===== config.mk =====
export PLATFORM = sky130hd
export DESIGN_NAME = dsp_post_adder
export DESIGN_NICKNAME = d
export VERILOG_FILES = /design/src/rtl/dsp_pkg.sv /design/src/rtl/opt_pipe_reg.sv /design/src/rtl/dsp_post_adder.sv
export SDC_FILE = /design/constraint.sdc
export NUM_CORES = 1
export LEC_CHECK = 0
export ABC_AREA = 1
export CORE_MARGIN = 5
export CORE_UTILIZATION = 54
export CTS_CLUSTER_DIAMETER = 80
export DETAILED_ROUTE_END_ITERATION = 10
export GPL_TIMING_DRIVEN = 1
export PLACE_DENSITY = 0.82
export SYNTH_ARGS = -nofsm -noshare
export SYNTH_HDL_FRONTEND = slang
export SYNTH_SLANG_ARGS = --single-unit

===== constraint.sdc =====
create_clock -name clk -period 4.5 [get_ports clk]
set_clock_uncertainty 0.15 [all_clocks]
set_input_delay 0.675 -clock clk [delete_from_list [all_inputs] [get_ports clk]]
set_output_delay 0.675 -clock clk [all_outputs]
set_load 0.01 [all_outputs]

===== src/rtl/dsp_pkg.sv =====
// Shared DSP48A1 slice definitions: operand widths, OPMODE fields, mux encodings.
package dsp_pkg;

    localparam int unsigned P_W   = 48;
    localparam int unsigned M_W   = 36;
    localparam int unsigned OP_W  = 8;
    localparam int unsigned SUM_W = P_W + 1;

    localparam int unsigned OP_CIN_BIT = 5;
    localparam int unsigned OP_SUB_BIT = 7;

    typedef enum logic [1:0] {
        X_ZERO = 2'd0,
        X_M    = 2'd1,
        X_P    = 2'd2,
        X_DAB  = 2'd3
    } x_sel_e;

    typedef enum logic [1:0] {
        Z_ZERO = 2'd0,
        Z_PCIN = 2'd1,
        Z_P    = 2'd2,
        Z_C    = 2'd3
    } z_sel_e;

    // Post-adder result: carry/borrow above the 48-bit sum.
    typedef struct packed {
        logic           co;
        logic [P_W-1:0] sum;
    } post_add_t;

endpackage


===== src/rtl/opt_pipe_reg.sv =====
// Optional pipeline register: always-clocked storage with clock enable and a
// parameter-selected register/bypass output mux.
module opt_pipe_reg #(
    parameter int unsigned WIDTH  = 1,
    parameter bit          EN_REG = 1'b1
) (
    input  logic             clk,
    input  logic             rst,
    input  logic             ce,
    input  logic [WIDTH-1:0] d,
    output logic [WIDTH-1:0] q
);

    logic [WIDTH-1:0] q_reg;

    always_ff @(posedge clk or negedge rst) begin
        if (!rst) begin
            q_reg <= '0;
        end else if (ce) begin
            q_reg <= d;
        end
    end

    assign q = EN_REG ? q_reg : d;

endmodule


===== src/rtl/dsp_post_adder.sv =====
// Post-adder/accumulator of the DSP48A1 slice: X/Z operand muxes, add/subtract
// with carry-in, optional OPMODE, carry-in, P and carry-out pipeline registers.
module dsp_post_adder
    import dsp_pkg::*;
#(
    parameter string RSTTYPE     = "ASYNC",
    parameter bit    OPMODEREG   = 1'b1,
    parameter bit    CARRYINREG  = 1'b1,
    parameter bit    PREG        = 1'b1,
    parameter bit    CARRYOUTREG = 1'b1,
    parameter string CARRYINSEL  = "OPMODE5"
) (
    input  logic            clk,
    input  logic            rst,
    input  logic            CEOPMODE,
    input  logic            CECARRYIN,
    input  logic            CEP,
    input  logic [OP_W-1:0] OPMODE,
    input  logic [M_W-1:0]  M,
    input  logic [P_W-1:0]  DAB,
    input  logic [P_W-1:0]  C,
    input  logic [P_W-1:0]  PCIN,
    input  logic            CARRYIN,
    output logic [P_W-1:0]  P,
    output logic [P_W-1:0]  PCOUT,
    output logic            CARRYOUT,
    output logic            CARRYOUTF
);

    localparam bit CIN_FROM_OP   = (CARRYINSEL == "OPMODE5");
    localparam bit CIN_FROM_PORT = (CARRYINSEL == "CARRYIN");

    generate
        if (RSTTYPE != "ASYNC") begin : g_bad_rsttype
            $error("dsp_post_adder: RSTTYPE must be ASYNC");
        end
    endgenerate

    logic [OP_W-1:0] opmode_q;
    logic            cin_src;
    logic            cin;
    logic [P_W-1:0]  p_reg;
    logic            co_reg;
    logic [P_W-1:0]  x_op;
    logic [P_W-1:0]  z_op;
    post_add_t       res;
    logic            unused_opmode;

    // OPMODE[4] and OPMODE[6] belong to the pre-adder stage.
    assign unused_opmode = ^{opmode_q[6], opmode_q[4]};

    opt_pipe_reg #(.WIDTH(OP_W), .EN_REG(OPMODEREG)) u_opmode_reg (
        .clk (clk),
        .rst (rst),
        .ce  (CEOPMODE),
        .d   (OPMODE),
        .q   (opmode_q)
    );

    // Carry source is chosen from the raw OPMODE so it lines up with the OPMODE register.
    assign cin_src = CIN_FROM_OP   ? OPMODE[OP_CIN_BIT] :
                     CIN_FROM_PORT ? CARRYIN : 1'b0;

    opt_pipe_reg #(.WIDTH(1), .EN_REG(CARRYINREG)) u_cin_reg (
        .clk (clk),
        .rst (rst),
        .ce  (CECARRYIN),
        .d   (cin_src),
        .q   (cin)
    );

    // Operand muxes and add/subtract; P feedback always taps the internal register.
    always_comb begin
        x_op = '0;
        z_op = '0;
        unique case (x_sel_e'(opmode_q[1:0]))
            X_ZERO: x_op = '0;
            X_M:    x_op = {{(P_W-M_W){1'b0}}, M};
            X_P:    x_op = p_reg;
            X_DAB:  x_op = DAB;
        endcase
        unique case (z_sel_e'(opmode_q[3:2]))
            Z_ZERO: z_op = '0;
            Z_PCIN: z_op = PCIN;
            Z_P:    z_op = p_reg;
            Z_C:    z_op = C;
        endcase
        if (opmode_q[OP_SUB_BIT]) begin
            res = post_add_t'({1'b0, z_op} - ({1'b0, x_op} + SUM_W'(cin)));
        end else begin
            res = post_add_t'({1'b0, z_op} + {1'b0, x_op} + SUM_W'(cin));
        end
    end

    opt_pipe_reg #(.WIDTH(P_W), .EN_REG(1'b1)) u_p_reg (
        .clk (clk),
        .rst (rst),
        .ce  (CEP),
        .d   (res.sum),
        .q   (p_reg)
    );

    opt_pipe_reg #(.WIDTH(1), .EN_REG(1'b1)) u_co_reg (
        .clk (clk),
        .rst (rst),
        .ce  (CEP),
        .d   (res.co),
        .q   (co_reg)
    );

    assign P         = PREG        ? p_reg  : res.sum;
    assign PCOUT     = P;
    assign CARRYOUT  = CARRYOUTREG ? co_reg : res.co;
    assign CARRYOUTF = CARRYOUT;

endmodule


==> qor.csv <==
stage;metric;value;unit
worst_setup_path;Worst R2R Path Depth;21;
floorplan;Die W;167;microns
final_layout;ANT cells;0;
clocking;Root Buffer;clkbuf_16;
sta;Max transition margin;0.232;
synthesis;cell count after synthesis;2516;
worst_setup_path;Setup crit end kind;register;
clocking;clk sinks;55;
sta;minimum clock period;4.28;ns
status;violated checks;DRC;
floorplan;Initial Utilization;0.548;
synthesis;Syn Nets;2853;
final_layout;max reg flops;48;
floorplan;IO Pins;292;
clocking;H-Tree Depth;2;
synthesis;post-synth top area share;0.238;
status;status;complete, but fails checks;
sta;setup TNS;0;ns
worst_setup_path;worst path required time;4.56;ns
sta;Peak Freq;234;MHz
clocking;post-CTS setup buffers;0;
synthesis;post-synthesis cell type count;42;
grt;initial antenna violation count;0;
worst_setup_path;Crit Path Class;register to register;
grt;total track usage;0.403;
worst_setup_path;Worst R2R End;u_p_reg.q[36]$_DFFE_PN0P_;
power;PwrDens;562;mW/mm^2
final_layout;design area;0.0164;sq mm
sta;unrepaired setup endpoints after global routing;no;
placement;post-DP HPWL;50.2;mm
route;Routed WL;60.0;mm
synthesis;synth top area cells;nand2_1 (24%), inv_1 (15%), ha_1 (13%), dfrtp_1 (10%), a21oi_1 (6.5%);
sta;Final setup viols;0;
synthesis;FF+latch count, synth;55;
sta;period utilisation layout;0.951;
grt;number of global-route vias before repair;16000;
power;leak pwr;9.14;nW
clocking;cts repair resizes;0;
grt;grt ovf;0;
worst_setup_path;FF-to-FF setup slack;0.22;ns
clocking;hold_buf cts;0;
clocking;Clock Latency Late Sink;0.33;ns
synthesis;Async SR Flop Fraction;1.00;
clocking;total CTS buffers;5;
worst_setup_path;crit-path max FO;21;
synthesis;post-synthesis average cell area;5.30;sq um
route;vias per inst;5.76;
floorplan;chip height;167;microns
synthesis;synthesized cell area;0.0133;sq mm
synthesis;count leader, synth;nand2_1;
route;DR WL/cell;19.6;microns
route;DRC;2;
synthesis;YS warnings;0;
final_layout;layout cells sized above 1;0.0252;
synthesis;most used flip-flop cell after synthesis;dfrtp_1;
worst_setup_path;Worst EP arrival;4.34;ns
route;DRT iter0 DRCs;2487;
worst_setup_path;Crit Reg-Reg Startpoint;u_opmode_reg.q[3]$_DFFE_PN0P_;
floorplan;Cell Rows;57;
placement;final estimated routing congestion in global placement;1.15;
run;Max Cap Violations;0;
clocking;CTS tree;built;
worst_setup_path;Critical path destination;u_p_reg.q[36]$_DFFE_PN0P_;
placement;dpl cell area;0.0163;sq mm
synthesis;commonest cells in the netlist;nand2_1 (844), inv_1 (522), a21oi_1 (173);
synthesis;Post-synth EDFFs;0;
worst_setup_path;Startpoint Class;register;
worst_setup_path;CP Launch Point;u_opmode_reg.q[3]$_DFFE_PN0P_;
clocking;clk slew on worst S/H paths;0.10;ns
grt;largest net degree at the start of global routing;72;
hold_path;worst hold path type;primary input to asynchronous set/reset pin;
final_layout;fin nets;3077;
route;1st-pass router iterations;11;
sta;final hold violations;0;
sta;measured slew at the worst slew-check pin;1.15;ns
floorplan;Core ar.;0.0243;sq mm
final_layout;Area Growth Syn to Fin;23.3;%
route;Antenna Nets Post-Route;0;
placement;IO Port Bufs;288;
synthesis;sequential share of the synthesized area;0.103;
route;DR vias;17600;
floorplan;Die Area;0.0279;sq mm
power;Peak VDD IR;0.000418;V
grt;first-pass GRT wire length;88.9;mm
clocking;Max Buffers Root-to-Sink;2;
sta;final max-slew violation count;0;
synthesis;dominant cell type by area after synthesis;nand2_1;
==> how the worst min path moves through the flow <==
stage | start | to | slack (ns) | cells past startpoint
global placement | u_p_reg.q[42]$_DFFE_PN0P_ | u_p_reg.q[42]$_DFFE_PN0P_ | 0.37 | 2
floorplan | rst | u_cin_reg.q$_DFFE_PN0P_ | 0.23 | 0
global route | rst | u_p_reg.q[5]$_DFFE_PN0P_ | 0.44 | 2
detailed placement | u_p_reg.q[42]$_DFFE_PN0P_ | u_p_reg.q[42]$_DFFE_PN0P_ | 0.37 | 2
finish | rst | u_p_reg.q[5]$_DFFE_PN0P_ | 0.36 | 2
CTS | rst | u_p_reg.q[5]$_DFFE_PN0P_ | 0.39 | 2
==> metal layers <==
metal | share of wire | vias to the layer above | GRT usage
met3 | 0.15 | 180 | 0.111
li1 | - | 8254 | -
met5 | 0 | - | 0
met2 | 0.42 | 1272 | 0.622
met1 | 0.39 | 7938 | 0.540
met4 | 0.045 | 0 | 0.148
==> logic make-up (layout without fill, tap and decap cells) <==
| family | after synthesis | in the layout | share of synthesized area |
|---|---|---|---|
| adders and majority gates | 143 | 143 | 0.136 |
| and+or+nand+nor | 1265 | 1265 | 0.389 |
| buffers and inverters | 623 | 848 | 0.189 |
| xor gates and xnor gates | 9 | 9 | 0.00591 |
| AOI/OAI and AO/OA | 421 | 421 | 0.176 |
| DFF | 55 | 55 | 0.103 |
==> cell usage in the layout, fill, tap and decap left out, types with 3 or more instances in the layout <==
master,synthesis,routed
a21o_1,19,19
a21oi_1,173,173
a22o_1,5,5
a31oi_1,8,8
and2_1,6,6
buf_4,49,26
clkbuf_16,0,5
clkdlybuf4s50_1,0,286
dfrtp_1,55,54
fa_1,4,4
ha_1,139,138
inv_1,522,522
nand2_1,844,844
nand2_2,13,13
nand3_1,154,154
nand3b_1,7,7
nand4_1,34,34
nor2_1,169,167
nor2_2,5,6
nor3_1,21,21
nor4_1,3,3
o211ai_1,34,34
o21a_1,5,5
o21ai_0,149,149
o21ai_2,3,3
o21bai_1,21,21
xor2_1,8,8
==> worst max-delay path: stages (launching register included) <==
cell,delay [ns]
dfrtp_2,0.43
inv_1,0.09
nor2_1,0.14
inv_1,0.07
buf_4,0.21
o21ai_0,0.22
a21o_1,0.15
inv_1,0.05
ha_1,0.44
inv_1,0.21
ha_2,0.44
nand2_1,0.10
nor2_1,0.16
inv_1,0.10
nor3_1,0.32
nand4_1,0.20
nand3_1,0.14
nand2_1,0.05
nand3_1,0.15
nand2_1,0.17
nand2_1,0.11
nand2_1,0.06
==> report_power, final <==
group          total (W)  switching (W)  internal, W  leakage (nW)
logic            0.00782        0.00503      0.00279          8.40
registers       0.000950       0.000243     0.000706         0.666
clock network   0.000466       0.000251     0.000215        0.0759
==> stage by stage <==
step                      worst slack, ns  total power [W]  hold WS (ns)  cells   util
final                               0.221          0.00924         0.362   3065  0.676
after global routing               0.0160          0.00988         0.439   3065  0.676
after CTS                           0.349          0.00890         0.395   3065  0.676
after detailed placement            0.219          0.00841         0.374   3057  0.670
after global placement              0.304          0.00826         0.366   3057  0.670
after floorplan                      1.06          0.00574         0.229   2516      -
==> final cells by class <==
type                       count  area (sq um)
clock buffer                   5           125
timing repair buffer         315          3090
fill                        2350          7880
multi-input combinational   1838          9450
tap                          324           405
sequential                    55          1380
inverter                     525          1970
clock inverter                 3          28.8
Note: power is estimated with default switching activity, not from simulation.
==> edit: new RTL, config.mk and constraints unchanged <==
Register the input `M` before use, without a reset. The logic sees it one clock later. The other inputs are not delayed to match.
--- a/src/rtl/dsp_post_adder.sv
+++ b/src/rtl/dsp_post_adder.sv
@@ -29,6 +29,12 @@
 
     localparam bit CIN_FROM_OP   = (CARRYINSEL == "OPMODE5");
     localparam bit CIN_FROM_PORT = (CARRYINSEL == "CARRYIN");
+
+    logic [M_W-1:0] M_q;
+
+    always_ff @(posedge clk) begin
+        M_q <= M;
+    end
 
     generate
         if (RSTTYPE != "ASYNC") begin : g_bad_rsttype
@@ -75,7 +81,7 @@
         z_op = '0;
         unique case (x_sel_e'(opmode_q[1:0]))
             X_ZERO: x_op = '0;
-            X_M:    x_op = {{(P_W-M_W){1'b0}}, M};
+            X_M:    x_op = {{(P_W-M_W){1'b0}}, M_q};
             X_P:    x_op = p_reg;
             X_DAB:  x_op = DAB;
         endcase
Function: changed (a bounded check fails within 4 cycles, from zero or initial values and one cycle with rst low).
==> edit against the unedited design <==
  * Global-route usage fell by 0.47 points
  * Combinational power rose by 0.8%
  * Count of clock-buffer cells in the layout rose by 4
  * Final cell count rose by 2.1%
  * Die area rose by 5.4%
  * Total power rose by 8.8%
  * Wire length rose by 0.30%
  * Area after synthesis rose by 5.7%
  * Sequential power rose by 39%
  * Design area rose by 6.0%
  * Sequential cell count rose by 36
  * First-iteration DRC count fell by 6.0%
  * Setup slack improved by 76 ps
  * Critical endpoint is now u_p_reg.q[32]$_DFFE_PN0P_
  * Largest power group unchanged
==> edit: results (changes against the unedited design) <==
metric;value;unit;change
via count;17800;;+0.80%
M2 GR Usage;60.8;%;-1.3 points
Overall Global Routing Usage;39.8;%;-0.47 points
Non-clk invs;521;;-0.76%
switch share;57.5;%;-2.3 points
Post-Place Worst Slack;341;ps;+122 ps
synthesis-to-finish area growth;23.6;%;
Peak VDD IR;386;uV;-7.7%
CLK BUF;9;;+4
clk_lat worst skew;380;ps;+50 ps
met2 routed WL;25700;um;+2.6%
vias in the first global route;16700;;+3.9%
initial drt markers;2338;;-6.0%
met1 Track Usage GR;55.4;%;+1.3 points
Non-CTS buffers;325;;+3.2%
status;completed;;
H-tree levels;3;;+1
largest net degree at the start of global routing;56;;-22%
Max transition margin;24.4;%;+1.3 points
P_int;0.00427;W;+15%
area fraction in compound gates after synthesis;16.2;%;-1.4 points
routed wl met3;7560;um;-15%
Syn Inst Count;2550;;+1.4%
final HPWL from detailed placement;50900;um;+1.4%
n_taps;335;;+3.4%
synth cell count leaders;844 x nand2_1, 507 x inv_1, 170 x a21oi_1, 164 x nor2_1, 159 x nand3_1;;
leakage;9.46;nW;+3.5%
clock network power share;8.4;%;+3.4 points
CP max FO;31;;+48%
multi-input logic area;9490;um2;+0.50%
Non-clock buffering overhead;18.1;%;-0.71 points
FF+latch area;2100;um2;+52%
top cells by area, synth;nand2_1 22%, inv_1 13%, ha_1 12%;;
register area share after synthesis;14.9;%;+4.6 points
Placed Area;17100;um2;+5.1%
layout cells sized above 1;4.15;%;+1.6 points
Finished Layout Cells;3129;;+2.1%
gpl congestion;1.09;;-5.2%
Gate power share;78.5;%;-6.2 points
1st-pass router iterations;9;;-2
CP max stage delay;460;ps;+20 ps
clk cell area share;1.80;%;+0.87 points
GR Util met3;9.58;%;-1.5 points
Multi-Input Combinational;1841;;+0.16%
-- edit: cell types whose count changed in the layout (fill, tap and decap cells not counted), moves of 4 or more --
cell,before,now
and2_1,6,1
buf_4,26,37
clkbuf_16,5,9
dfxtp_1,0,36
inv_1,522,507
inv_2,2,13
nand2_2,13,17
nand3_1,154,159
nor2_1,167,162
nor2_2,6,17
nor3_2,1,6
o21ai_0,149,133
o21ai_1,1,10
-- edit: path summary, 6_finish.rpt --
| path | to | slack (ps) | depth (start not counted) |
|---|---|---|---|
| max reg2reg | u_p_reg.q[32]$_DFFE_PN0P_ | 300 | 22 |
| max | u_p_reg.q[32]$_DFFE_PN0P_ | 300 | 22 |
| min | u_p_reg.q[2]$_DFFE_PN0P_ | 200 | 1 |
| max in group asynchronous | u_p_reg.q[47]$_DFFE_PN0P_ | 3100 | 2 |
| min reg2reg | u_p_reg.q[41]$_DFFE_PN0P_ | 390 | 2 |
| min in group clk | u_p_reg.q[41]$_DFFE_PN0P_ | 390 | 2 |
